===== src/rtl/peg_l2_mac_tx_framer.sv =====
// Transmit MAC framer: prepends preamble/SFD, pads short frames, appends
// the CRC-32 FCS and enforces the inter-frame gap toward the RS.
module peg_l2_mac_tx_framer #(
  parameter int unsigned PKT_DATA_W  = 8,
  parameter int unsigned PKT_SIZE_W  = 16,
  parameter int unsigned MIN_FRM_LEN = 60,
  parameter int unsigned IFG_BYTES   = 12
) (
  input  logic                  clk,
  input  logic                  rst_n,
  input  logic                  config_l2_mac_tx_en,
  input  logic                  config_l2_mac_tx_pad_en,
  input  logic                  config_l2_mac_tx_fcs_en,
  input  logic                  mac_pause_en,
  output logic [2:0]            l2_mac_tx_fsm_state,
  output logic [PKT_SIZE_W-1:0] l2_mac_tx_frm_cnt,
  output logic [PKT_SIZE_W-1:0] l2_mac_tx_drop_cnt,
  input  logic                  llc_tx_valid,
  input  logic                  llc_tx_sop,
  input  logic                  llc_tx_eop,
  input  logic [PKT_DATA_W-1:0] llc_tx_data,
  output logic                  llc_tx_ready,
  output logic                  rs_tx_valid,
  output logic                  rs_tx_sop,
  output logic                  rs_tx_eop,
  output logic [PKT_DATA_W-1:0] rs_tx_data,
  input  logic                  rs_tx_ready
);

  localparam int unsigned CRC_W     = 32;
  localparam int unsigned PRE_CNT_W = 3;
  localparam int unsigned FCS_IDX_W = 2;
  localparam int unsigned IFG_CNT_W = $clog2(IFG_BYTES + 1);

  localparam logic [CRC_W-1:0]      CRC_INIT = 32'hFFFF_FFFF;
  localparam logic [CRC_W-1:0]      CRC_POLY = 32'hEDB8_8320;
  localparam logic [PRE_CNT_W-1:0]  PRE_LAST = PRE_CNT_W'(6);
  localparam logic [FCS_IDX_W-1:0]  FCS_LAST = FCS_IDX_W'(3);
  localparam logic [PKT_SIZE_W-1:0] CNT_MAX  = '1;
  localparam logic [PKT_SIZE_W-1:0] MIN_LEN  = PKT_SIZE_W'(MIN_FRM_LEN);
  // The IDLE decision and PRE load cycles supply the remaining gap slots,
  // so the bus shows exactly IFG_BYTES idle cycles between eop and sop.
  localparam logic [IFG_CNT_W-1:0]  IFG_LAST = IFG_CNT_W'(IFG_BYTES - 2);

  typedef enum logic [2:0] {
    ST_IDLE = 3'd0,
    ST_PRE  = 3'd1,
    ST_SFD  = 3'd2,
    ST_DATA = 3'd3,
    ST_PAD  = 3'd4,
    ST_FCS  = 3'd5,
    ST_IFG  = 3'd6
  } state_t;

  // Reflected CRC-32, one byte processed LSB first.
  function automatic logic [CRC_W-1:0] crc32_byte(input logic [CRC_W-1:0] crc,
                                                 input logic [7:0] d);
    logic [CRC_W-1:0] c;
    c = crc;
    for (int i = 0; i < 8; i++) begin
      if (c[0] ^ d[i]) c = (c >> 1) ^ CRC_POLY;
      else             c = c >> 1;
    end
    return c;
  endfunction

  state_t                state_q, state_nxt;
  logic [PRE_CNT_W-1:0]  pre_cnt_q, pre_cnt_nxt;
  logic [FCS_IDX_W-1:0]  fcs_idx_q, fcs_idx_nxt;
  logic [IFG_CNT_W-1:0]  ifg_cnt_q, ifg_cnt_nxt;
  logic [PKT_SIZE_W-1:0] byte_cnt_q, byte_cnt_nxt;
  logic [CRC_W-1:0]      crc_q, crc_nxt;
  logic                  pad_en_q, pad_en_nxt;
  logic                  fcs_en_q, fcs_en_nxt;
  logic [PKT_SIZE_W-1:0] frm_cnt_q, frm_cnt_nxt;
  logic [PKT_SIZE_W-1:0] drop_cnt_q, drop_cnt_nxt;
  logic                  valid_nxt, sop_nxt, eop_nxt;
  logic [PKT_DATA_W-1:0] data_nxt;
  logic                  ready_c;
  logic                  can_load_c;
  logic [PKT_SIZE_W-1:0] byte_inc_c;
  logic [7:0]            fcs_byte_c;

  assign can_load_c = !rs_tx_valid || rs_tx_ready;
  assign byte_inc_c = (byte_cnt_q == CNT_MAX) ? CNT_MAX : byte_cnt_q + PKT_SIZE_W'(1);
  assign fcs_byte_c = ~crc_q[{fcs_idx_q, 3'b000} +: 8];

  assign llc_tx_ready        = rst_n & ready_c;
  assign l2_mac_tx_fsm_state = state_q;
  assign l2_mac_tx_frm_cnt   = frm_cnt_q;
  assign l2_mac_tx_drop_cnt  = drop_cnt_q;

  // Next-state, datapath and output-stage load decisions.
  always_comb begin
    state_nxt    = state_q;
    pre_cnt_nxt  = pre_cnt_q;
    fcs_idx_nxt  = fcs_idx_q;
    ifg_cnt_nxt  = ifg_cnt_q;
    byte_cnt_nxt = byte_cnt_q;
    crc_nxt      = crc_q;
    pad_en_nxt   = pad_en_q;
    fcs_en_nxt   = fcs_en_q;
    frm_cnt_nxt  = frm_cnt_q;
    drop_cnt_nxt = drop_cnt_q;
    valid_nxt    = rs_tx_valid;
    sop_nxt      = rs_tx_sop;
    eop_nxt      = rs_tx_eop;
    data_nxt     = rs_tx_data;
    ready_c      = 1'b0;

    if (can_load_c) begin
      valid_nxt = 1'b0;
      sop_nxt   = 1'b0;
      eop_nxt   = 1'b0;
    end

    case (state_q)
      ST_IDLE: begin
        if (config_l2_mac_tx_en && !mac_pause_en && llc_tx_valid && llc_tx_sop) begin
          state_nxt = ST_PRE;
        end else if (llc_tx_valid && !llc_tx_sop) begin
          ready_c      = 1'b1;
          drop_cnt_nxt = drop_cnt_q + PKT_SIZE_W'(1);
        end
      end
      ST_PRE: begin
        if (can_load_c) begin
          valid_nxt = 1'b1;
          sop_nxt   = (pre_cnt_q == '0);
          data_nxt  = PKT_DATA_W'(8'h55);
          if (pre_cnt_q == PRE_LAST) begin
            pre_cnt_nxt = '0;
            state_nxt   = ST_SFD;
          end else begin
            pre_cnt_nxt = pre_cnt_q + PRE_CNT_W'(1);
          end
        end
      end
      ST_SFD: begin
        if (can_load_c) begin
          valid_nxt    = 1'b1;
          data_nxt     = PKT_DATA_W'(8'hD5);
          crc_nxt      = CRC_INIT;
          byte_cnt_nxt = '0;
          pad_en_nxt   = config_l2_mac_tx_pad_en;
          fcs_en_nxt   = config_l2_mac_tx_fcs_en;
          state_nxt    = ST_DATA;
        end
      end
      ST_DATA: begin
        ready_c = can_load_c;
        if (can_load_c && llc_tx_valid) begin
          valid_nxt    = 1'b1;
          data_nxt     = llc_tx_data;
          crc_nxt      = crc32_byte(crc_q, 8'(llc_tx_data));
          byte_cnt_nxt = byte_inc_c;
          if (llc_tx_eop) begin
            if (pad_en_q && (byte_inc_c < MIN_LEN)) begin
              state_nxt = ST_PAD;
            end else if (fcs_en_q) begin
              state_nxt = ST_FCS;
            end else begin
              eop_nxt   = 1'b1;
              state_nxt = ST_IFG;
            end
          end
        end
      end
      ST_PAD: begin
        if (can_load_c) begin
          valid_nxt    = 1'b1;
          data_nxt     = '0;
          crc_nxt      = crc32_byte(crc_q, 8'h00);
          byte_cnt_nxt = byte_inc_c;
          if (byte_inc_c >= MIN_LEN) begin
            if (fcs_en_q) begin
              state_nxt = ST_FCS;
            end else begin
              eop_nxt   = 1'b1;
              state_nxt = ST_IFG;
            end
          end
        end
      end
      ST_FCS: begin
        if (can_load_c) begin
          valid_nxt = 1'b1;
          data_nxt  = PKT_DATA_W'(fcs_byte_c);
          if (fcs_idx_q == FCS_LAST) begin
            eop_nxt     = 1'b1;
            fcs_idx_nxt = '0;
            state_nxt   = ST_IFG;
          end else begin
            fcs_idx_nxt = fcs_idx_q + FCS_IDX_W'(1);
          end
        end
      end
      ST_IFG: begin
        if (rs_tx_ready) begin
          if (ifg_cnt_q == IFG_LAST) begin
            ifg_cnt_nxt = '0;
            state_nxt   = ST_IDLE;
          end else begin
            ifg_cnt_nxt = ifg_cnt_q + IFG_CNT_W'(1);
          end
        end
      end
      default: state_nxt = ST_IDLE;
    endcase

    if ((state_nxt == ST_IFG) && (state_q != ST_IFG)) begin
      frm_cnt_nxt = frm_cnt_q + PKT_SIZE_W'(1);
    end
  end

  // State, counters, CRC and registered RS output stage.
  always_ff @(posedge clk) begin
    if (!rst_n) begin
      state_q     <= ST_IDLE;
      pre_cnt_q   <= '0;
      fcs_idx_q   <= '0;
      ifg_cnt_q   <= '0;
      byte_cnt_q  <= '0;
      crc_q       <= CRC_INIT;
      pad_en_q    <= 1'b0;
      fcs_en_q    <= 1'b0;
      frm_cnt_q   <= '0;
      drop_cnt_q  <= '0;
      rs_tx_valid <= 1'b0;
      rs_tx_sop   <= 1'b0;
      rs_tx_eop   <= 1'b0;
      rs_tx_data  <= '0;
    end else begin
      state_q     <= state_nxt;
      pre_cnt_q   <= pre_cnt_nxt;
      fcs_idx_q   <= fcs_idx_nxt;
      ifg_cnt_q   <= ifg_cnt_nxt;
      byte_cnt_q  <= byte_cnt_nxt;
      crc_q       <= crc_nxt;
      pad_en_q    <= pad_en_nxt;
      fcs_en_q    <= fcs_en_nxt;
      frm_cnt_q   <= frm_cnt_nxt;
      drop_cnt_q  <= drop_cnt_nxt;
      rs_tx_valid <= valid_nxt;
      rs_tx_sop   <= sop_nxt;
      rs_tx_eop   <= eop_nxt;
      rs_tx_data  <= data_nxt;
    end
  end

endmodule


===== config.mk =====
export PLATFORM = sky130hd
export DESIGN_NAME = peg_l2_mac_tx_framer
export DESIGN_NICKNAME = d
export VERILOG_FILES = /design/src/rtl/peg_l2_mac_tx_framer.sv
export SDC_FILE = /design/constraint.sdc
export NUM_CORES = 1
export LEC_CHECK = 0
export BUFFER_PORTS_ARGS = -buffer_cell sky130_fd_sc_hd__buf_2
export CAP_MARGIN = 20
export CORE_MARGIN = 5
export CORE_UTILIZATION = 50
export DETAILED_ROUTE_END_ITERATION = 10
export GPL_TIMING_DRIVEN = 0
export HOLD_SLACK_MARGIN = 0.03
export PLACE_DENSITY = 0.69
export SLEW_MARGIN = 10
export SYNTH_ARGS = -nofsm -noshare
export SYNTH_HDL_FRONTEND = slang
export SYNTH_SLANG_ARGS = --single-unit

===== constraint.sdc =====
create_clock -name clk -period 3.1 [get_ports clk]
set_input_delay 0.31 -clock clk [delete_from_list [all_inputs] [get_ports clk]]
set_output_delay 0.31 -clock clk [all_outputs]
set_load 0.02 [all_outputs]

==> results.json <==
{
  "status": "completed",
  "crit_path_end_kind": "flip-flop",
  "r2r_cells": 10,
  "setup_viol": 0,
  "synth_warnings": 0,
  "drv_cap": 0,
  "power.leakage_uw": 0.002763,
  "slew_headroom_pct": 36.04,
  "startpoint": "byte_cnt_q[0]",
  "syn_area_um2": 6736,
  "synth_flop_cell": "dfxtp_1",
  "cts_tree": "done",
  "yosys.area.top_type": "dfxtp_1",
  "fin_area_um2": 7635,
  "synthCells": 845,
  "fp.dieW_um": 126.1,
  "layout_common_cells": "dfxtp_1 (105), xnor2_1 (100), nor2_1 (84)",
  "placed_cell_area_um2": 7263,
  "crit_fanout": 10,
  "cts_root_buffer": "clkbuf_16",
  "fp.dieArea_um2": 15890,
  "gp_congestion": 0.9638,
  "drc_errors": 0,
  "cts_hold_buffers": 0,
  "grt_overflow": 0,
  "cts_max_level": 3,
  "io_pins": 65,
  "utilization_pct": 57.65,
  "power_density_nw_per_um2": 387.8,
  "synth_area_leaders": "dfxtp_1 (31%), xnor2_1 (13%), o21ai_0 (6.2%)",
  "core_area_um2": 13240,
  "crit_required_ns": 3.34,
  "insertedDiodeCount": 0,
  "numClockSinks": 105,
  "clk_path_buf_depth": 2,
  "start_kind": "flip-flop",
  "final_common_cell": "dfxtp_1",
  "cp.arrival_ns": 3.17,
  "fmax_mhz": 341.7,
  "finalCriticalPeriod_ns": 2.926,
  "synth_edf_count": 0,
  "dr.pass1.iters": 5,
  "finalPower_uw": 2961,
  "setup_ws_ns": 0.1737,
  "rsz0062_at_grt": "false",
  "r2r_start": "byte_cnt_q[0]",
  "track_usage_pct": 25.15,
  "initial_core_util_pct": 50.87,
  "dieHeight_um": 126.1,
  "crit_end": "l2_mac_tx_frm_cnt[0]",
  "cts_made_buffers": 9,
  "maxSlewViolCount": 0,
  "hp-class": "in -> reg",
  "worst_slew_pin_slew_ns": 0.9594,
  "ys_seq_area_share_pct": 31.20,
  "fin_setup_tns_ns": 0,
  "regToRegSetupSlack_ns": 0.17,
  "grt_pass1_vias": 6017,
  "n_fill_cell": 1271,
  "vias_per_cell": 5.975,
  "initialDrtViolationCount": 657,
  "nets": 940,
  "drt-total-wl_um": 20230,
  "ant_nets": 0,
  "clk_latency_ns": 0.36,
  "postSynthAreaPerCell_um2": 7.972,
  "synth_top_cell_area_share_pct": 31.20,
  "grt_antenna_before_repair": 0,
  "finalHoldViolCount": 0,
  "synthDistinctLibCells": 58,
  "fin_crit_sh_pct": 94.40,
  "synth.net_count": 867,
  "synth_seq_cells": 105,
  "io_buffers": 60,
  "grt_pass1_wl_um": 32500,
  "skew_ns": 0.007772,
  "grt_max_degree": 20,
  "syn_to_final_growth_pct": 13.34,
  "crit_type": "reg -> reg",
  "avgRoutedWirePerCell_um": 18.41,
  "clk_pin_slew_ns": 0.08,
  "rows": 42,
  "dp_slack_ns": -0.02579,
  "drive_gt1_share_pct": 12.57,
  "ir_worst_vdd_uv": 334.7,
  "ys_async_sr_fraction_pct": 0,
  "dpl.hpwl_um": 14320,
  "rr_endpoint": "l2_mac_tx_frm_cnt[0]",
  "vias": 6566,
  "holdPathStages": 3
}
cell usage after synthesis, drive strengths merged (5+ instances only):
cell type / n
o21ai: 84
a31oi: 5
or3: 10
o31ai: 5
mux4: 8
nand3: 25
dfxtp: 105
a21oi: 57
nand2: 83
inv: 5
and3: 12
a211oi: 7
and2: 7
nor3: 15
mux2i: 9
nand4: 8
buf: 13
nor2: 85
nand2b: 10
nor2b: 11
xnor2: 105
xor2: 42
o22ai: 6
and4: 5
clkbuf: 48
o221ai: 10
o211ai: 6
a221oi: 10
stage by stage:
step                instances  hold slack (ns)
floorplan                 845           0.4572
global placement         1081           0.4427
detailed placement       1081           0.4411
CTS                      1097           0.1817
global route             1099           0.2048
finish                   1099           0.1829
flip-flops by register name, indices dropped and copies added, names as in the netlist, named ones only:
signal	count
l2_mac_tx_frm_cnt	16
byte_cnt_q	16
pad_en_q	1
fcs_en_q	1
rs_tx_valid	1
l2_mac_tx_fsm_state	3
ifg_cnt_q	4
pre_cnt_q	3
fcs_idx_q	2
rs_tx_eop	1
rs_tx_data	8
crc_q	32
l2_mac_tx_drop_cnt	16
worst max-delay path, cell delays in order, from the launching register on:
cell	delay, ns
dfxtp_1	0.47
ha_1	0.28
nand3_2	0.21
o21a_1	0.25
a311oi_2	0.32
o2111ai_2	0.25
o31ai_4	0.34
buf_4	0.21
buf_2	0.21
xor2_1	0.19
nor2_1	0.06
worst min path at each step:
stage	startpoint	to	slack [ns]
after global routing	config_l2_mac_tx_pad_en	pad_en_q	0.20
after global placement	rs_tx_data[4]	rs_tx_data[4]	0.44
after detailed placement	rs_tx_data[6]	rs_tx_data[6]	0.44
after floorplan	config_l2_mac_tx_fcs_en	fcs_en_q	0.46
final	config_l2_mac_tx_fcs_en	fcs_en_q	0.18
after CTS	config_l2_mac_tx_fcs_en	fcs_en_q	0.18
where the power goes:
part / internal (uW) / switching [uW] / leakage, uW
clock: 726 / 585 / 0.000164
combinational: 113 / 176 / 0.00175
sequential: 1350 / 5.63 / 0.000848
logic make-up (layout without fill, tap and decap cells):
family | after synthesis | in the layout | share of synthesized area, %
flip-flops | 105 | 105 | 31.20
AO/OA/AOI/OAI | 209 | 209 | 18.70
buffers and inverters | 67 | 145 | 4.105
multiplexers | 18 | 18 | 4.235
adder cells (fa/ha/maj) | 4 | 4 | 0.7430
XOR/XNOR | 147 | 147 | 19.73
AND/OR/NAND/NOR | 295 | 295 | 21.29
what timing repair did:
item,CTS,global route
resized for setup,0,6
pin swaps,1,1
setup buffers,0,2
setup endpoints to repair,1,30
final cells by class:
type                    count  area [um^2]  area share [%]
multi-input cells         673         4385           57.44
clock inverters             7        108.9           1.426
clock buffers               9        225.2           2.950
well taps                 176        220.2           2.884
plain buffers              61        255.2           3.343
inverters                   6        22.52          0.2950
repair buffers             62        315.3           4.130
flip-flops and latches    105         2102           27.53
per-layer routing:
layer / up-vias / share of wire [%] / track usage [%]
li1: 3106 / - / -
met2: 310 / 45 / 38.18
met1: 3094 / 44 / 34.87
met4: 0 / 3.2 / 9.464
met5: - / 0 / 0
met3: 56 / 7.7 / 5.758
No activity file was read; power rests on OpenSTA's default activity.
